<file path="src/rtl/pkg_hazard_unit.sv">
// Shared types for the pipeline hazard controller: forwarding select codes,
// the per-stage shadow slot and the slot match helper.
package pkg_hazard_unit;

  localparam int unsigned HZ_REG_W  = 5;
  localparam int unsigned FWD_SEL_W = 2;

  localparam logic [HZ_REG_W-1:0] REG_ZERO = '0;

  localparam logic [FWD_SEL_W-1:0] FWD_SEL_EX  = 2'b00;
  localparam logic [FWD_SEL_W-1:0] FWD_SEL_WB  = 2'b01;
  localparam logic [FWD_SEL_W-1:0] FWD_SEL_MEM = 2'b10;

  typedef enum logic [FWD_SEL_W-1:0] {
    FORWARD_A__EXECUTE_RD1       = 2'b00,
    FORWARD_A__WRITE_BACK_RESULT = 2'b01,
    FORWARD_A__MEMORY_ALU_RESULT = 2'b10
  } forward_a_t;

  typedef enum logic [FWD_SEL_W-1:0] {
    FORWARD_B__EXECUTE_RD2       = 2'b00,
    FORWARD_B__WRITE_BACK_RESULT = 2'b01,
    FORWARD_B__MEMORY_ALU_RESULT = 2'b10
  } forward_b_t;

  typedef struct packed {
    logic [HZ_REG_W-1:0] rd;
    logic [HZ_REG_W-1:0] rs1;
    logic [HZ_REG_W-1:0] rs2;
    logic                we;
    logic                load;
  } hazard_slot_t;

  // A slot supplies a value for idx only if it writes a non-x0 register equal to idx.
  function automatic logic slot_hit(input hazard_slot_t s, input logic [HZ_REG_W-1:0] idx);
    return s.we & (s.rd != REG_ZERO) & (s.rd == idx);
  endfunction

endpackage

</file>
<file path="src/rtl/hazard_fwd_match.sv">
// Per-operand forwarding select: the M slot wins over the W slot, x0 never forwards.
module hazard_fwd_match
  import pkg_hazard_unit::*;
(
  input  logic [HZ_REG_W-1:0]  src_idx,
  input  hazard_slot_t         m_slot,
  input  hazard_slot_t         w_slot,
  output logic [FWD_SEL_W-1:0] sel_c
);

  logic unused_slot_bits;
  assign unused_slot_bits = ^{m_slot.rs1, m_slot.rs2, m_slot.load,
                              w_slot.rs1, w_slot.rs2, w_slot.load};

  always_comb begin
    sel_c = FWD_SEL_EX;
    if (slot_hit(m_slot, src_idx)) begin
      sel_c = FWD_SEL_MEM;
    end else if (slot_hit(w_slot, src_idx)) begin
      sel_c = FWD_SEL_WB;
    end
  end

endmodule

</file>
<file path="src/rtl/hazard_ctrl.sv">
// Pipeline hazard controller: shadows E/M/W destination state and drives
// forwarding selects, load-use stall, branch flush, dmem-wait freeze and a stall counter.
module hazard_ctrl
  import pkg_hazard_unit::*;
#(
  parameter int unsigned REG_ADDR_W = HZ_REG_W,
  parameter int unsigned CNT_W      = 16
) (
  input  logic                  clk,
  input  logic                  reset,
  input  logic [REG_ADDR_W-1:0] id_rs1,
  input  logic [REG_ADDR_W-1:0] id_rs2,
  input  logic                  id_use_rs1,
  input  logic                  id_use_rs2,
  input  logic [REG_ADDR_W-1:0] id_rd,
  input  logic                  id_reg_write,
  input  logic                  id_is_load,
  input  logic                  ex_pc_src,
  input  logic                  mem_req,
  input  logic                  mem_ready,
  output forward_a_t            forward_a,
  output forward_b_t            forward_b,
  output logic                  stall_f,
  output logic                  stall_d,
  output logic                  stall_e,
  output logic                  stall_m,
  output logic                  flush_d,
  output logic                  flush_e,
  output logic [CNT_W-1:0]      stall_count
);

  hazard_slot_t e_q, e_d;
  hazard_slot_t m_q, m_d;
  hazard_slot_t w_q, w_d;
  logic [CNT_W-1:0] cnt_q, cnt_d;

  logic mwait_c;
  logic lu_c;
  logic hit_rs1_c;
  logic hit_rs2_c;
  logic [FWD_SEL_W-1:0] sel_a_c;
  logic [FWD_SEL_W-1:0] sel_b_c;

  // Hazard condition terms.
  always_comb begin
    mwait_c   = mem_req & ~mem_ready;
    hit_rs1_c = id_use_rs1 & (HZ_REG_W'(id_rs1) == e_q.rd);
    hit_rs2_c = id_use_rs2 & (HZ_REG_W'(id_rs2) == e_q.rd);
    lu_c      = e_q.load & e_q.we & (e_q.rd != REG_ZERO) & (hit_rs1_c | hit_rs2_c);
  end

  // Stall/flush priority: dmem wait freezes everything and defers any branch flush.
  always_comb begin
    stall_f = 1'b0;
    stall_d = 1'b0;
    stall_e = 1'b0;
    stall_m = 1'b0;
    flush_d = 1'b0;
    flush_e = 1'b0;
    if (mwait_c) begin
      stall_f = 1'b1;
      stall_d = 1'b1;
      stall_e = 1'b1;
      stall_m = 1'b1;
    end else if (ex_pc_src) begin
      flush_d = 1'b1;
      flush_e = 1'b1;
    end else if (lu_c) begin
      stall_f = 1'b1;
      stall_d = 1'b1;
      flush_e = 1'b1;
    end
  end

  // Shadow slot advance; a frozen M is not allowed to write back twice.
  always_comb begin
    e_d = e_q;
    m_d = m_q;
    w_d = w_q;
    if (mwait_c) begin
      w_d = '0;
    end else begin
      w_d = m_q;
      m_d = e_q;
      if (flush_e) begin
        e_d = '0;
      end else begin
        e_d.rd   = HZ_REG_W'(id_rd);
        e_d.rs1  = HZ_REG_W'(id_rs1);
        e_d.rs2  = HZ_REG_W'(id_rs2);
        e_d.we   = id_reg_write;
        e_d.load = id_is_load;
      end
    end
  end

  // Saturating stall-cycle counter.
  always_comb begin
    cnt_d = cnt_q;
    if (stall_f && (cnt_q != {CNT_W{1'b1}})) begin
      cnt_d = cnt_q + CNT_W'(1);
    end
  end

  always_ff @(posedge clk) begin
    if (reset) begin
      e_q   <= '0;
      m_q   <= '0;
      w_q   <= '0;
      cnt_q <= '0;
    end else begin
      e_q   <= e_d;
      m_q   <= m_d;
      w_q   <= w_d;
      cnt_q <= cnt_d;
    end
  end

  hazard_fwd_match u_fwd_a (
    .src_idx (e_q.rs1),
    .m_slot  (m_q),
    .w_slot  (w_q),
    .sel_c   (sel_a_c)
  );

  hazard_fwd_match u_fwd_b (
    .src_idx (e_q.rs2),
    .m_slot  (m_q),
    .w_slot  (w_q),
    .sel_c   (sel_b_c)
  );

  assign forward_a   = forward_a_t'(sel_a_c);
  assign forward_b   = forward_b_t'(sel_b_c);
  assign stall_count = cnt_q;

endmodule
</file>
<file path="config.mk">
export PLATFORM = sky130hd
export DESIGN_NAME = hazard_ctrl
export DESIGN_NICKNAME = d
export VERILOG_FILES = /design/src/rtl/pkg_hazard_unit.sv /design/src/rtl/hazard_fwd_match.sv /design/src/rtl/hazard_ctrl.sv
export SDC_FILE = /design/constraint.sdc
export NUM_CORES = 1
export LEC_CHECK = 0
export CAP_MARGIN = 10
export CORE_MARGIN = 1.5
export CORE_UTILIZATION = 48
export CTS_BUF_LIST = sky130_fd_sc_hd__clkbuf_8 sky130_fd_sc_hd__clkbuf_16
export DETAILED_ROUTE_END_ITERATION = 16
export PLACE_DENSITY = 0.87
export SLEW_MARGIN = 20
export SYNTH_ARGS = -nofsm -noshare
export SYNTH_HDL_FRONTEND = slang
export SYNTH_HIERARCHICAL = 1
export SYNTH_SLANG_ARGS = --single-unit
export TNS_END_PERCENT = 1
</file>
<file path="constraint.sdc">
create_clock -name clk -period 2.33 [get_ports clk]
set_clock_uncertainty 0.1 [all_clocks]
set_input_delay 0.3495 -clock clk [delete_from_list [all_inputs] [get_ports clk]]
set_output_delay 0.3495 -clock clk [all_outputs]
set_load 0.03 [all_outputs]
</file>
# Word-level counts from Yosys, hierarchy flattened
# Cells that the tools add are included.
classes:
  mux: 13
  n_addsub: 1
  reduce_logical: 5
  eq_ne: 7
  bitwise: 14
ops:
  columns: ["operator", "count"]
  rows:
  - ["$eq A5 B5 Y1", 6]
  - ["$mux W17", 1]
  - ["$add A16 B1 Y16 const B", 1]
  - ["$ne A16 B16 Y1 const B", 1]
  - ["$reduce_bool A5 Y1", 3]
  - ["$and A1 B1 Y1", 12]
  - ["$mux W1", 10]
  - ["$mux W2", 2]
  - ["$reduce_or A2 Y1", 1]
  - ["$logic_and A1 B1 Y1", 1]
  - ["$not A1 Y1", 1]
  - ["$or A1 B1 Y1", 1]
totals:
  out_inout_bits: 26
  inputBits: 24
  register_bits: 45
  elab_cells: 50

# Logic depth before layout (Yosys ltp)
logic_depth:
  ltp_word: 8
  mapped_depth: 9
  ltp_nobuf: 7

# Modules after synthesis
# Netlist, hierarchy kept.
by_module_without_submodules:
  columns: ["mod", "cells_per_inst", "seq_area_each_um2", "n_inst", "area_each_um2"]
  rows:
  - ["hazard_ctrl", 297, 1341.3, 1, 2657.5]
  - ["hazard_fwd_match", 20, 0.0, 2, 151.4]

# Least setup slack after synthesis
# No wires, ideal clock.
synth_timing:
  path_type: "register to output"
  from: "reg e_q[16] (netlist bit)"
  to: "out stall_f"
  path_buffers: 3
  path_stages_with_launch: 9
  slack_ns: -0.106
  arrival_time_ns: 1.986
  cell_sequence: "dfxtp_1 > or3_1 > o311a_1 > and2_4 > a21oi_2 > buf_6 > buf_6 > inv_1 > buf_4"
synth_between:
  elab_chain_cells: 7
synth_lines:
  columns: ["item", "line_no", "source"]
  rows:
  - ["from (decl)", "hazard_ctrl.sv:32", "hazard_slot_t e_q, e_d;"]
  - ["from (signal assigned)", "hazard_ctrl.sv:107", "e_q <= '0;"]
  - ["from (signal assigned)", "hazard_ctrl.sv:112", "e_q <= e_d;"]
  - ["$eq A5 B5 Y1 (on tied branches)", "hazard_ctrl.sv:47, hazard_ctrl.sv:48", null]
  - ["$and A1 B1 Y1 (on tied branches)", "hazard_ctrl.sv:47, hazard_ctrl.sv:48", null]
  - ["$or A1 B1 Y1", "hazard_ctrl.sv:49", "lu_c = e_q.load & e_q.we & (e_q.rd != REG_ZERO) & (hit_rs1_c | hit_rs2_c);"]
  - ["$and A1 B1 Y1 (*)", "hazard_ctrl.sv:49", null]
  - ["$mux W1 (*) (3 in series)", null, null]
  - ["to (decl)", "hazard_ctrl.sv:23", "output logic stall_f,"]
# Mark *: on every way between the ends. The rest lies on a longest branch, timed or not.

# Worst setup path after layout
layout_timing:
  from: "reg e_q[13] (netlist bit)"
  to: "out stall_d"
layout_between:
  elab_chain_cells: 7
layout_lines:
  columns: ["item", "line_no", "source"]
  rows:
  - ["$eq A5 B5 Y1 (on tied branches)", "hazard_ctrl.sv:47, hazard_ctrl.sv:48", null]
  - ["$and A1 B1 Y1 (on tied branches)", "hazard_ctrl.sv:47, hazard_ctrl.sv:48", null]
  - ["$or A1 B1 Y1", "hazard_ctrl.sv:49", null]
  - ["$and A1 B1 Y1 (*)", "hazard_ctrl.sv:49", null]
  - ["$mux W1 (*)", "hazard_ctrl.sv:68", "end else if (lu_c) begin"]
  - ["$mux W1 (*)", "hazard_ctrl.sv:65", "end else if (ex_pc_src) begin"]
  - ["$mux W1 (*)", "hazard_ctrl.sv:60", "if (mwait_c) begin"]
  - ["to (decl)", "hazard_ctrl.sv:24", "output logic stall_d,"]
# Marks and branches as above.

==> impl_metrics.json <==
{
  "status": "complete, but fails checks",
  "violations": "negative setup slack",
  "antenna_left": 0,
  "netlist_area_um2": 2313,
  "start_kind": "flop",
  "n_antenna_cell": 0,
  "grt_pass1_vias": 2001,
  "power_switching_w": 0.0003911,
  "avgSynthCellArea_um2": 8.537,
  "sw_frac_of_total_pct": 25.56,
  "initial_core_util_pct": 49.31,
  "period_needed_ns": 2.406,
  "synth_fp_nets": 296,
  "dieWidth_um": 72.43,
  "final_nets": 359,
  "rows": 25,
  "grt_use_total_pct": 23.19,
  "final.fill_count": 372,
  "finalSetupViolCount": 3,
  "wire_per_inst_um": 15.44,
  "dpl.hpwl_mm": 4.232,
  "drc": 0,
  "grt_setup_unrepaired": "true",
  "clkSinkCount": 45,
  "slew_violations": 0,
  "cts_tree": "yes",
  "htreeDepth": 2,
  "drive_above_1_share_pct": 17.07,
  "tightest_slew_ns": 0.6859,
  "numPortBuffers": 49,
  "syn_inst": 271,
  "num_io_pins": 50,
  "seq_power_share_pct": 53.3,
  "drt_first_pass_iters": 4,
  "drv_cap": 0,
  "cts_hold_buf": 0,
  "cts_made_buffers": 5,
  "crit_type": "reg -> out",
  "viasPerCell": 5.742,
  "clkPwrFrac_pct": 31.5,
  "gp_congestion": 0.8518,
  "fin_ws_ns": -0.07641,
  "die-area_um2": 5245,
  "max-vdd-ir-drop_v": 0.0003741,
  "fin_crit_sh_pct": 103.3,
  "max_slew_margin_pct": 54.13,
  "clk_path_buf_depth": 2,
  "hold_viol": 0,
  "worstHoldPathType": "in -> reg",
  "grt_start_max_net_pins": 27,
  "grt_pass1_wl_mm": 9.446,
  "antenna_found_initial": 0,
  "coreArea_um2": 4692,
  "powerDensity_nw_per_um2": 497.6,
  "p_leak_nw": 1.130,
  "area_growth_pct": 32.88,
  "chipHeight_um": 72.43,
  "endpoint_kind": "output port",
  "clk_pin_slew_ns": 0.08,
  "root_buffer": "clkbuf_8",
  "crit_required_ns": 1.88,
  "vias": 2228,
  "internal_power_w": 0.001139,
  "worstSkewPairLatency_ns": 0.30,
  "dr.first_iter.drc_count": 193,
  "place_ws_ns": -0.3199,
  "critPathMaxFanout": 3,
  "grt.overflow.total": 0,
  "dp.cells": 379,
  "fmax_ghz": 0.4156,
  "ys_warn_count": 6,
  "final_common_cell": "dfxtp_1",
  "drt-total-wl_mm": 5.989,
  "cp.arrival_ns": 1.96,
  "comb_power_share_pct": 15.3,
  "layout_common_cells": "44 x dfxtp_1, 38 x clkdlybuf4s50_1, 31 x nor2_1, 28 x buf_4, 22 x nand2_1",
  "instances_no_fill": 388
}
final cells by class:
class / instances / area [um2] / area share, %
multi-input combinational: 201 / 1314 / 42.74
sequential: 45 / 902.1 / 29.34
timing repair buffer: 75 / 679.4 / 22.10
clock buffer: 6 / 82.58 / 2.686
tap: 54 / 67.56 / 2.198
inverter: 6 / 25.02 / 0.8140
clock inverter: 1 / 3.754 / 0.1221
state kept, by name (all words and copies together), names as in the netlist:
signal       cells
e_q             17
w_q              6
m_q              6
stall_count     16
what timing repair did:
action / 4_1_cts / 5_1_grt
pin swaps: 2 / 14
endpoints found under the hold margin: 0 / 0
gates resized for setup: 7 / 11
buffers inserted: 1 / 1
endpoints found under the setup margin: 23 / 28
power by group through the flow:
stage | Clock, W | Sequential [W] | Combinational [W]
6_report | 0.000481 | 0.000815 | 0.000234
5_1_grt | 0.000521 | 0.000818 | 0.000254
4_1_cts | 0.000487 | 0.000814 | 0.000228
3_5_place_dp | 0 | 0.000832 | 0.000222
3_3_place_gp | 0 | 0.000831 | 0.000217
2_1_floorplan | 0 | 0.000829 | 0.000131
routing by layer:
metal,track usage (%),share of wire (%),routed length (um)
met1,29.83,44,2626
met2,38.79,50,2990
met3,4.583,4.9,295
met4,8.176,1.3,77
met5,0,0,0
per-stage QoR:
step | instance area (um2) | TNS [ns] | power, W | hold WS [ns] | util [%]
2_1_floorplan | 2313 | -0.1056 | 0.0009602 | 0.3502 | -
3_3_place_gp | 2934 | -5.020 | 0.001049 | 0.3750 | 62.53
3_5_place_dp | 2934 | -6.601 | 0.001054 | 0.3826 | 62.53
4_1_cts | 3042 | -0.2096 | 0.001529 | 0.3933 | 64.83
5_1_grt | 3074 | -1.555 | 0.001592 | 0.3167 | 65.52
6_report | 3074 | -0.1550 | 0.001530 | 0.2597 | 65.52
final timing paths:
check                                        to  slack (ns)            start  depth (start not counted)
worst max-delay path                    stall_d       -0.08          e_q[13]                          7
worst max register to register           e_q[5]        0.03          e_q[13]                          6
worst min register to register  stall_count[15]        0.41  stall_count[15]                          2
worst min-delay path                     e_q[9]        0.26        id_rs1[2]                          3
critical path: stages (launching register included):
cell and delay (ns):
dfxtp_2 0.32, or3_4 0.37, o311a_1 0.35, and2_4 0.15, a21oi_4 0.18, buf_6 0.13, inv_4 0.04, buf_6 0.13
Note: power is estimated with default switching activity, not from simulation.
